[src/rtl/decoder_pipe.sv]
// rtl/decoder_pipe.sv - registered binary-to-one-hot/thermometer/one-cold decoder
// with valid/ready handshake, out-of-range flag and accepted-decode counter.
module decoder_pipe #(
  parameter int N_W   = 3,
  parameter int OUT_W = 8,
  parameter int CNT_W = 16
) (
  input  logic             clk,
  input  logic             rst_n,
  input  logic             in_valid,
  output logic             in_ready,
  input  logic [N_W-1:0]   N,
  input  logic [1:0]       mode,
  output logic             out_valid,
  input  logic             out_ready,
  output logic [OUT_W-1:0] out,
  output logic             err,
  output logic [CNT_W-1:0] cnt
);

  // One extra bit so OUT_W == 2**N_W is representable in the range compare.
  localparam int IDX_W = N_W + 1;

  logic [IDX_W-1:0] idx;
  logic             range_err;
  logic [OUT_W-1:0] onehot;
  logic [OUT_W-1:0] thermo;
  logic [OUT_W-1:0] dec_word;
  logic             in_fire;
  logic             out_fire;

  assign idx       = {1'b0, N};
  assign range_err = (idx >= IDX_W'(OUT_W));

  always_comb begin
    onehot = '0;
    thermo = '0;
    for (int i = 0; i < OUT_W; i++) begin
      onehot[i] = (idx == IDX_W'(i));
      thermo[i] = (idx >= IDX_W'(i));
    end
  end

  // Out of range: onehot is already zero, so one-cold naturally yields all ones;
  // the thermometer must be forced to zero explicitly.
  always_comb begin
    dec_word = onehot;
    case (mode)
      2'd1:    dec_word = range_err ? '0 : thermo;
      2'd2:    dec_word = ~onehot;
      default: dec_word = onehot;
    endcase
  end

  assign in_ready = !out_valid || out_ready;
  assign in_fire  = in_valid && in_ready;
  assign out_fire = out_valid && out_ready;

  always_ff @(posedge clk) begin
    if (!rst_n) begin
      out_valid <= 1'b0;
      out       <= '0;
      err       <= 1'b0;
      cnt       <= '0;
    end else begin
      if (in_fire) begin
        out_valid <= 1'b1;
        out       <= dec_word;
        err       <= range_err;
        cnt       <= cnt + CNT_W'(1);
      end else if (out_fire) begin
        out_valid <= 1'b0;
      end
    end
  end

endmodule

[config.mk]
export PLATFORM = sky130hd
export DESIGN_NAME = decoder_pipe
export DESIGN_NICKNAME = d
export VERILOG_FILES = /design/src/rtl/decoder_pipe.sv
export SDC_FILE = /design/constraint.sdc
export NUM_CORES = 1
export LEC_CHECK = 0
export CELL_PAD_IN_SITES_DETAIL_PLACEMENT = 1
export CELL_PAD_IN_SITES_GLOBAL_PLACEMENT = 1
export CORE_MARGIN = 5
export CORE_UTILIZATION = 31
export CTS_CLUSTER_SIZE = 14
export DETAILED_ROUTE_END_ITERATION = 16
export GPL_ROUTABILITY_DRIVEN = 0
export PLACE_DENSITY_LB_ADDON = 0.1
export RECOVER_POWER = 25
export SLEW_MARGIN = 20
export SYNTH_ARGS = -nofsm -noshare
export SYNTH_HDL_FRONTEND = slang
export SYNTH_SLANG_ARGS = --single-unit
[constraint.sdc]
create_clock -name clk -period 1.59 [get_ports clk]
set_input_delay 0.159 -clock clk [delete_from_list [all_inputs] [get_ports clk]]
set_output_delay 0.159 -clock clk [all_outputs]
set_load 0.01 [all_outputs]
# [Yosys cells after proc, flatten, opt, wreduce, memory -nomap -nowiden]
# Cells that the tools add are included.
[word_totals] in_bits=9 elab_cells=34 register_bits=26
[op_classes] n_mux=4 eq_ne=9 n_bitwise=1 addsub=1 reduce_logical=6 n_lt_le_gt_ge=9
[ops] operator="$add A16 B1 Y16 const B" n=1
[ops] operator="$pmux W8 S2" n=1
[ops] operator="$eq A3 B3 Y1 const B" n=4
[ops] operator="$ge A3 B3 Y1 const B" n=4
[ops] operator="$mux W8" n=1
[ops] operator="$not A8 Y8" n=1
[ops] operator="$eq A3 B2 Y1 const B" n=2
[ops] operator="$ge A3 B1 Y1 const B" n=2
[ops] operator="$ge A3 B2 Y1 const B" n=2
[ops] operator="$ge A3 B4 Y1 const B" n=1
[ops] operator="$logic_not A4 Y1" n=1
[ops] operator="$eq A3 B1 Y1 const B" n=1
[ops] operator="$eq A2 B1 Y1 const B" n=1
[ops] operator="$eq A2 B2 Y1 const B" n=1
[ops] operator="$logic_and A1 B1 Y1" n=2
[ops] operator="$mux W1" n=2
[ops] operator="$reduce_bool A2 Y1" n=1
[ops] operator="$logic_not A1 Y1" n=1
[ops] operator="$logic_or A1 B1 Y1" n=1

# [Longest topological paths before layout]
[depth] ltp_word=4 ltp_mapped=7 mapped_depth_nobuf=6

# [Worst setup path before layout]
# No wires, ideal clock.
[synth_timing] kind="register -> register" start="reg cnt[0]" end="reg cnt[14]" setup_slack_ns=-0.045 stages_incl_launch_ff=6 period_less_slack_ns=1.635 setup_time_ns=0.070 required_ns=1.520 arrival_ns=1.565 path_cell_list="dfxtp_1 ha_1 and3_1 nand3_1 or4_1 a21oi_1"
[synth_between] elab_chain_cells=1
[synth_lines] element="start: declaration" line_no="18" text="output logic [CNT_W-1:0] cnt"
[synth_lines] element="start signal: assignment" line_no="70" text="cnt <= cnt + CNT_W'(1);"
[synth_lines] element="$add A16 B1 Y16" line_no="70"
# Every way passes these cells.
# A chain may end at the register's enable or synchronous reset.

# [Final worst setup path]
[layout_timing] start="reg cnt[1]" end="out cnt[1]"
# No word-level cell between the ends.

==> impl_metrics.json <==
{
  "clock-sinks": 25,
  "grt_pass1_wl_um": 6930,
  "routed_wl_um": 4090,
  "synth.yosys.warnings": 0,
  "syn-num-nets": 179,
  "met3_usage": 0.0251,
  "io_buffers": 34,
  "cts_hold_buf": 0,
  "synth_top_area_cell": "dfxtp_1",
  "clkSlewWorstSetupHoldPaths_ns": 0.08,
  "design.core.area_um2": 4090,
  "row_count": 23,
  "min_path_type": "register to register",
  "avgRoutedWirePerCell_um": 14.8,
  "die_area_um2": 5730,
  "crit_type": "register to primary output",
  "synth_area_leaders": "dfxtp_1 (37%), a21oi_1 (7.1%), o21ai_0 (6.0%)",
  "antenna_cells": 0,
  "required_ns": 1.43,
  "holdPathStages": 2,
  "hold_viol": 0,
  "met1_usage": 0.175,
  "drive_gt1_frac": 0.220,
  "synth_cells": 167,
  "grt_max_degree": 16,
  "synth_cell_types": 42,
  "cp_max_fo": 4,
  "ant_nets": 0,
  "synth_top_area_share": 0.374,
  "status": "complete, no violations",
  "dp_hpwl_um": 3130,
  "post-route-util": 0.494,
  "place_area_um2": 1920,
  "htreeDepth": 1,
  "cap_violations": 0,
  "finalPower_mw": 1.31,
  "firstDrtPassIters": 4,
  "synth_seq_area_share": 0.374,
  "syn_area_um2": 1340,
  "fmax_mhz": 647,
  "clk_latency_ns": 0.27,
  "synth-seq-cells": 25,
  "slowest_delay_ns": 0.52,
  "critPathCaptureType": "primary output",
  "finClkSkew_ns": 0.00326,
  "setup.worst_path.start_class": "register",
  "route.vias.total": 1452,
  "via_per_inst": 5.24,
  "cts_buffers": 3,
  "p_leak_nw": 0.765,
  "use_met2": 0.292,
  "critPathArrivalTime_ns": 1.39,
  "crit_chain": "buf_4, buf_4, clkdlybuf4s50_1",
  "design_area_um2": 2020,
  "setup_viol": 0,
  "cpMostUsedCell": "buf_4",
  "power.density_nw_per_um2": 650,
  "cts_tree": "built",
  "track_usage": 0.153,
  "die_h_um": 75.7,
  "fin_nets": 240,
  "r2r_cells": 5,
  "clockBufferDepth": 2,
  "drtIter0Drc": 29,
  "syn_to_final_growth_pct": 50.8,
  "cts_root_buffer": "clkbuf_8",
  "synth_area_per_cell_um2": 8.02,
  "grt-busiest-layer": "met2",
  "grt_overflow": 0,
  "grt_pass1_vias": 1559,
  "fp.dieW_um": 75.7,
  "cp_slowest_cell": "clkdlybuf4s50_1",
  "drc_errors": 0,
  "irDropWorstVdd_mv": 0.320,
  "fin_crit_sh": 0.972,
  "slew_violations": 0,
  "grt_antenna_before_repair": 0,
  "initial_core_util": 0.328,
  "io_pins": 36,
  "finalCriticalPeriod_ns": 1.55
}
## per-stage QoR
step	hold slack [ns]	setup slack, ns	TNS [ns]	cells
6_report	0.465	0.0449	0	277
5_1_grt	0.497	-0.0169	-0.0185	277
2_1_floorplan	0.364	0.00909	0	167
4_1_cts	0.465	0.00464	0	276
3_3_place_gp	0.450	-0.146	-1.72	272
3_5_place_dp	0.455	-0.219	-2.46	272
## placed cells by master, fill, tap and decap left out, drive strengths merged, types with 2 or more instances in the layout
| master | Yosys | layout |
|---|---|---|
| a21oi | 19 | 19 |
| a21o | 3 | 3 |
| xnor2 | 4 | 4 |
| clkbuf | 9 | 4 |
| ha | 3 | 3 |
| dfxtp | 25 | 25 |
| or3 | 6 | 6 |
| nor3b | 2 | 2 |
| or4b | 2 | 2 |
| nor2 | 7 | 7 |
| nand2 | 15 | 15 |
| dlygate4sd3 | 0 | 7 |
| and4 | 3 | 3 |
| clkdlybuf4s50 | 0 | 26 |
| inv | 7 | 7 |
| xor2 | 2 | 2 |
| nand2b | 3 | 3 |
| o21ai | 16 | 16 |
| and2 | 4 | 4 |
| nand3 | 9 | 9 |
| a31oi | 4 | 4 |
| buf | 3 | 33 |
| nand4 | 4 | 4 |
| and3 | 2 | 2 |
## synthesized netlist by cell type
cell type / n
inv_1: 7
or4b_1: 2
a211oi_1: 1
o31ai_1: 1
a22oi_1: 1
nand4b_1: 1
a31oi_1: 4
buf_4: 2
o211ai_1: 1
or3_1: 5
nor2_1: 7
nand2b_1: 3
clkbuf_8: 1
and4_1: 2
xor2_1: 2
or4_1: 1
and4_2: 1
ha_1: 3
nor3b_1: 2
nand4_1: 4
o22ai_1: 1
nor4_1: 1
or3_2: 1
xnor2_1: 4
a211o_1: 1
o311ai_0: 1
mux2i_1: 1
nor2b_1: 1
a221o_1: 1
o21ai_0: 16
nand3_2: 1
nand2_1: 15
a21oi_1: 19
conb_1: 1
clkbuf_1: 8
nand3_1: 8
buf_6: 1
and2_1: 4
and3_1: 2
a21o_1: 3
dfxtp_1: 25
o21bai_1: 1
## report_power, final
| group | internal [mW] | total (mW) | switching [mW] |
|---|---|---|---|
| clock network | 0.175 | 0.378 | 0.203 |
| registers | 0.648 | 0.664 | 0.0154 |
| logic | 0.140 | 0.270 | 0.130 |
| total | 0.963 | 1.31 | 0.348 |
## worst max-delay path, delay by kind of cell, from the launching register on
family | cells | cell delay, ns
flops | 1 | 0.38
buf+inv | 3 | 0.74
## worst paths after layout
path / start / endpoint / slack (ns)
max: cnt[1]$_SDFFE_PN0P_ / cnt[1] / 0.04
min reg2reg: out[3]$_SDFFE_PN0P_ / out[3]$_SDFFE_PN0P_ / 0.47
min: out[3]$_SDFFE_PN0P_ / out[3]$_SDFFE_PN0P_ / 0.47
max reg2reg: cnt[1]$_SDFFE_PN0P_ / cnt[14]$_SDFFE_PN0P_ / 0.04
## cells by family (layout without fill, tap and decap cells)
| group | Yosys count | after routing | synth area share |
|---|---|---|---|
| AND/OR/NAND/NOR | 61 | 61 | 0.257 |
| multiplexers | 1 | 1 | 0.00748 |
| flip-flops | 25 | 25 | 0.374 |
| other | 1 | 1 | 0.00280 |
| buffers and inverters | 19 | 79 | 0.0720 |
| adder cells (fa/ha/maj) | 3 | 3 | 0.0280 |
| AO/OA/AOI/OAI | 51 | 51 | 0.220 |
| XOR/XNOR | 6 | 6 | 0.0393 |
## registers in the layout, summed over array words and instances (netlist names)
name       cells
out_valid      1
out            8
cnt           16
## layout make-up
class / count / area, µm²
clock buffers: 3 / 41.3
clock inverters: 1 / 5.00
fillers: 488 / 2070
inverters: 7 / 26.3
multi-input cells: 123 / 791
flip-flops and latches: 25 / 503
well taps: 50 / 62.6
repair buffers: 68 / 591
## layer usage
metal,wire (µm),part of all wire
met4,30,0.0073
met5,0,0
met2,2170,0.53
met1,1770,0.43
met3,119,0.029
## timing repair
| item | 4_1_cts | 5_1_grt |
|---|---|---|
| gates resized for setup | 4 | 8 |
| pin swaps | 0 | 2 |
| endpoints found under the setup margin | 5 | 11 |
| buffers inserted | 0 | 1 |
| hold endpoints to repair | 0 | 0 |
(Power assumes the default switching activity.)
